**config.mk**
```make
export PLATFORM = sky130hd
export DESIGN_NAME = decoder8_hold
export DESIGN_NICKNAME = d
export VERILOG_FILES = /design/src/rtl/decoder8_hold.sv
export SDC_FILE = /design/constraint.sdc
export NUM_CORES = 1
export LEC_CHECK = 0
export CORE_ASPECT_RATIO = 0.5
export CORE_MARGIN = 2
export CORE_UTILIZATION = 30
export DETAILED_ROUTE_END_ITERATION = 10
export PLACE_DENSITY = 0.49
export SYNTH_ARGS = -nofsm -noshare
export SYNTH_HDL_FRONTEND = slang
export SYNTH_SLANG_ARGS = --single-unit
```
**constraint.sdc**
```tcl
create_clock -name clk -period 1.8 [get_ports clk]
set_input_delay 0.18 -clock clk [delete_from_list [all_inputs] [get_ports clk]]
set_output_delay 0.18 -clock clk [all_outputs]
set_load 0.02 [all_outputs]
```
**src/rtl/decoder8_hold.sv**
```systemverilog
// rtl/decoder8_hold.sv - sequential 3-to-8 one-hot decoder with programmable hold and gap
module decoder8_hold #(
    parameter int HOLD       = 4,
    parameter int GAP        = 1,
    parameter int ACTIVE_LOW = 0
) (
    input  logic       clk,
    input  logic       rst_n,
    input  logic       clr,
    input  logic       en,
    input  logic       code_valid,
    input  logic [2:0] code,
    output logic       code_ready,
    output logic [7:0] onehot,
    output logic       busy,
    output logic       done
);

    typedef enum logic [1:0] {
        S_IDLE = 2'd0,
        S_HOLD = 2'd1,
        S_GAP  = 2'd2
    } state_t;

    localparam logic [7:0] HOLD_M1 = 8'(HOLD - 1);
    localparam logic [7:0] GAP_M1  = (GAP > 0) ? 8'(GAP - 1) : 8'd0;

    state_t     r_state, w_state_nxt;
    logic [7:0] r_cnt, w_cnt_nxt;
    logic [2:0] r_code, w_code_nxt;
    logic       r_done, w_done_nxt;
    logic       r_started;
    logic       w_accept;
    logic [7:0] w_line;

    // r_started keeps ready low for the first cycle after reset release
    assign code_ready = r_started & (r_state == S_IDLE) & en & ~clr;
    assign w_accept   = code_ready & code_valid;

    always_ff @(posedge clk or negedge rst_n) begin
        if (!rst_n) begin
            r_state   <= S_IDLE;
            r_cnt     <= 8'd0;
            r_code    <= 3'd0;
            r_done    <= 1'b0;
            r_started <= 1'b0;
        end else begin
            r_state   <= w_state_nxt;
            r_cnt     <= w_cnt_nxt;
            r_code    <= w_code_nxt;
            r_done    <= w_done_nxt;
            r_started <= 1'b1;
        end
    end

    always_comb begin
        w_state_nxt = r_state;
        w_cnt_nxt   = r_cnt;
        w_code_nxt  = r_code;
        w_done_nxt  = 1'b0;
        if (clr) begin
            w_state_nxt = S_IDLE;
            w_cnt_nxt   = 8'd0;
        end else begin
            case (r_state)
                S_IDLE: begin
                    if (w_accept) begin
                        w_state_nxt = S_HOLD;
                        w_cnt_nxt   = HOLD_M1;
                        w_code_nxt  = code;
                    end
                end
                S_HOLD: begin
                    if (en) begin
                        if (r_cnt == 8'd0) begin
                            w_done_nxt = 1'b1;
                            if (GAP > 0) begin
                                w_state_nxt = S_GAP;
                                w_cnt_nxt   = GAP_M1;
                            end else begin
                                w_state_nxt = S_IDLE;
                                w_cnt_nxt   = 8'd0;
                            end
                        end else begin
                            w_cnt_nxt = r_cnt - 8'd1;
                        end
                    end
                end
                S_GAP: begin
                    if (en) begin
                        if (r_cnt == 8'd0) begin
                            w_state_nxt = S_IDLE;
                        end else begin
                            w_cnt_nxt = r_cnt - 8'd1;
                        end
                    end
                end
                default: begin
                    w_state_nxt = S_IDLE;
                    w_cnt_nxt   = 8'd0;
                end
            endcase
        end
    end

    assign w_line = (r_state == S_HOLD) ? (8'd1 << r_code) : 8'd0;
    assign onehot = (ACTIVE_LOW != 0) ? ~w_line : w_line;
    assign busy   = (r_state == S_HOLD) || (r_state == S_GAP);
    assign done   = r_done;

endmodule

```
Word-level counts from Yosys, hierarchy flattened
Index checks and enable logic that the tools add are counted.
Storage, ports and cells
  register bits: 15
  input port bits: 8
  output and inout port bits: 11
  word-level logic and storage cells: 45
Cells by class
  $add $sub $neg: 1
  equal/unequal tests: 8
  shift operators: 1
  multiplexer cells: 19
  bitwise gates (word level): 5
  reduce and logical (&&, ||, !) cells: 6
Operators with widths (number)
  $mux 8: 7
  $pmux 8 s3: 1
  $ne 3x3->1 const B: 6
  $mux 2: 6
  $logic_not 8->1: 1
  $shl 1x3->8 const A: 1
  $sub 8x1->8 const B: 1
  $pmux 2 s3: 1
  $reduce_and 5->1: 1
  $and 1x1->1: 4
  $mux 1: 4
  $reduce_and 4->1: 1
  $reduce_and 3->1: 1
  $eq 2x1->1 const B: 1
  $eq 2x2->1 const B: 1
  $logic_not 2->1: 1
  $logic_or 1x1->1: 1
  $not 1->1: 1

Longest topological paths before layout
  word-level depth: 8
  gate-level depth with buffers: 6
  gate-level depth less buffers: 6

Worst setup path before layout
OpenSTA, ideal clock, no wires.
  path type: register -> register
  from: register r_cnt[0]
  to: register r_cnt[1]
  library setup time: 0.127 ns
  arrival: 1.800 ns
  data required time: 1.673 ns
  setup slack: -0.128 ns
  cell stages (with the launch flop): 7
  path buffers: 0
  period minus slack after synthesis: 1.928 ns
  path through: dfrtp_1 > inv_1 > ha_1 > or3b_2 > nor4_4 > or2_2 > mux2_1
Between the ends
  longest elaborated chain between the ends: 5
  elaborated cells between the ends (all ways): 10
  those cells by class: 1 x add/sub; 1 x eq/ne; 6 x mux; 2 x reduce/logical
RTL lines
  start: declaration: line 29  | logic [7:0] r_cnt, w_cnt_nxt;
  start signal: assignment: line 49  | r_cnt <= w_cnt_nxt;
  $sub 8x1->8 / $logic_not 8->1 (equally long branches)
  $mux 8, on equally long branches: line 91, 75
  $mux 8, on equally long branches: line 90, 74
  $pmux 8 s3: line 65  | case (r_state)
  $mux 8: line 61  | if (clr) begin
Parallel ways exist; a longest one is shown, timed or not. The select of a mux whose other input is x is not followed.
A chain may end at the register's enable or synchronous reset.

Final worst setup path
  from: register r_cnt[3]
  to: register r_cnt[1]
Between the ends
  longest elaborated chain between the ends: 5
  elaborated cells between the ends (all ways): 7
  those cells by class: 1 x eq/ne; 4 x mux; 2 x reduce/logical
RTL lines
  $logic_not 8->1 *: line 75, 91
  $mux 8: line 75  | if (r_cnt == 8'd0) begin
  $mux 8: line 74  | if (en) begin
  $pmux 8 s3: line 65
  $mux 8: line 61
Every way passes the cells marked *; elsewhere a longest branch is shown, timed or not. The select of a mux whose other input is x is not followed.

==> out/results.txt <==
outcome: finished with violations
failing checks: setup timing
Overall Global Routing Usage: 17.14%
Max Clk Rate: 555.2 MHz
cell area reported after detailed placement: 1485 sq um
RSZ-0062 raised after global routing: true
weighted congestion at the end of routability-driven global placement: 0.8798
routed via count divided by cell count: 5.202
total length of routed wires: 3042 microns
count of flip-flops with a built-in enable after synthesis: 0
number of buffers created by CTS: 3
post-route antenna net violation count: 0
fraction of the cycle the final worst path needs: 100.1%
number of detailed-routing iterations run before antenna repair: 5
Sink Count: 15
Yosys reg bits: 15
DP Worst Slack: -0.1493 ns
Layout Cell Area excl Fill: 1679 sq um
half-perimeter wire length after detailed placement: 2370 microns
width of the die: 86.60 microns
Synth Warn #: 0
clock tree from TritonCTS: built
first-pass GRT wire length: 5023 microns
total power draw: 1.075 mW
IO buf count: 18
clock-pin slew reported for the worst setup and hold paths after clock tree synthesis: 0.07 ns
time the worst path needs with I/O delays and setup: 1.801 ns
r2r endpoint: r_cnt[1]
average footprint of a synthesized cell: 9.304 sq um
max cap viols: 0
fillcell total: 269
maximum VDD drop: 441.7 uV
critical path data required time: 1.94 ns
power density over cell area: 640.4 nW/um^2
worst-case register-to-register setup slack: -0.001 ns
H-tree depth reported by CTS: 1
Placement Rows: 14
number of failing hold endpoints at the final stage: 0
effective utilization at floorplan: 32.83%
most frequent cells in the layout: buf_4 (32), dfrtp_1 (15), nor2_1 (11)
count of unique library cells instantiated by Yosys: 38
type of element launching the critical path: flip-flop
vias in the first global route: 976
net count reported at finish: 178
Worst Setup Slack, final: -0.001062 ns
post-synthesis async set-or-reset flop share: 100.0%
clock tree root driver cell: clkbuf_8
Largest delay share family, worst path: simple AND/OR/NAND/NOR gates
Buf/Inv on CP: 0
CTS hold repair buffers: 0
Data arrival, critical path: 1.94 ns
most common cell after layout, fill and taps aside: buf_4
classification of the worst setup path: flip-flop to flip-flop
Mapped Cells: 110
RR Startpoint: r_cnt[3]
leakage power of the design: 0.7387 nW
residual overflow from global routing: 0
fraction of the yosys area taken by sequential cells: 36.67%
highest cell delay on the worst timing path: 0.59 ns
cell type of the slowest stage on the worst timing path: or4_4
element type at the critical path end: flip-flop
die outline area: 3923 sq um
Clock Skews: 0.006533 ns
Remaining DRCs: 0
post-synthesis instance area: 1023 sq um
share of post-route cells with drive strength above 1: 42.94%
clk buf depth: 2
number of violations reported at the end of detailed-routing iteration 0: 42
wire per inst: 14.99 microns
clock latency at the later pin of the worst-skew pair: 0.25 ns
Setup TNS: -0.001062 ns
via count: 1056
primary flip-flop cell chosen by synthesis mapping: dfrtp_1
list of cells traversed by the critical path: or4_4, nor4_4, or2_4, mux2_4
Die Height: 45.30 microns
antenna violations before repair: 0
final number of setup-violating endpoints: 1
biggest fanout along the worst timing path: 3
maximum number of pins on one net before global-route repair: 11
Post-Syn Nets: 124
HP Class: primary input to asynchronous set/reset pin
Area growth, synth to finish: 64.06%
core area: 3118 sq um
number of placed I/O pins: 19
reg2reg path depth: 4
count of pins over their slew limit: 0
antenna diode count: 0
-- power by group --
part / total, mW / leakage (nW) / switching (mW) / internal (mW)
Combinational: 0.394 / 0.519 / 0.182 / 0.213
Clock: 0.282 / 0.0228 / 0.125 / 0.157
Sequential: 0.398 / 0.197 / 0.0308 / 0.368
-- state kept, by name, summed over array words and instances, names as in the netlist --
name,cells
done,1
r_cnt,8
r_code,3
r_started,1
r_state,2
-- through the flow --
step	cells	hold slack [ns]	util, %
final	203	0.1727	53.85
after detailed placement	197	0.4575	47.63
after floorplan	110	-0.1156	-
after CTS	202	0.1866	50.00
after global placement	197	0.4450	47.63
after global routing	203	0.2035	53.85
-- cell type report --
| class | instances | area [sq um] | share of cell area (%) |
|---|---|---|---|
| Timing Repair Buffer | 50 | 406.6 | 24.22 |
| Inverter | 6 | 22.52 | 1.341 |
| Clock buffer | 4 | 45.04 | 2.683 |
| Sequential cell | 15 | 375.4 | 22.35 |
| Tap cell | 40 | 50.05 | 2.981 |
| Multi-Input combinational cell | 88 | 779.5 | 46.42 |
-- Yosys cell counts, types with 2 or more instances --
cell type  count  area share [%]
a21oi_1        2            0.98
dfrtp_1       15              37
ha_1           6             7.3
inv_1          6             2.2
mux2_2         3             3.3
nand2_1        5             1.8
nand2b_1       5             3.1
nand3_1        5             2.4
nor2_1        13             4.8
nor2b_1        2             1.2
nor3_1         4             2.0
nor4b_1        2             1.7
o211ai_1       2             1.5
o21ai_0       10             4.9
o311ai_0       2             1.7
o311ai_1       2             1.7
or3_1          3             1.8
or3b_2         2             1.7
or4_1          2             1.5
-- metal layers --
metal	vias up	part of all wire, %	global-route usage (%)	wire length (microns)
met5	-	0	0	0
met4	0	0	3.750	0
met3	0	4.9	3.839	149
met2	37	45	26.46	1380
met1	502	50	24.78	1512
li1	517	-	-	-
-- how the worst max path moves through the flow --
stage,to,cells after the start,startpoint,slack (ns)
after floorplan,r_cnt[1],6,r_cnt[0],-0.11
after global placement,r_cnt[1],6,r_state[0],-0.11
after detailed placement,r_cnt[1],6,r_state[0],-0.15
after CTS,onehot[0],5,r_state[1],-0.01
after global routing,r_cnt[1],4,r_cnt[3],-0.04
final,r_cnt[1],4,r_cnt[3],-0.001
-- worst reg2reg max path: cells and delay by family, from the launching register on --
family	cells	cell delay, ns
flops	1	0.38
simple gates	3	1.03
mux	1	0.29
-- repair_timing --
item                                   in CTS  in global routing
setup endpoints to repair                  18                 17
buffers inserted                            1                  1
endpoints found under the hold margin       0                  0
pin swaps                                   2                  1
gates resized for setup                    21                 31
-- cells by family (layout without fill, tap and decap cells) --
logic type                 after synthesis  after routing  share of synthesized area, %
adders and majority gates                6              6                         7.335
muxes                                    4              4                         4.401
other                                    1              1                        0.3664
and+or+nand+nor                         50             50                         29.22
AOI/OAI and AO/OA                       27             27                         19.32
buffers and inverters                    7             60                         2.689
DFF                                     15             15                         36.67
(Power assumes the default switching activity.)
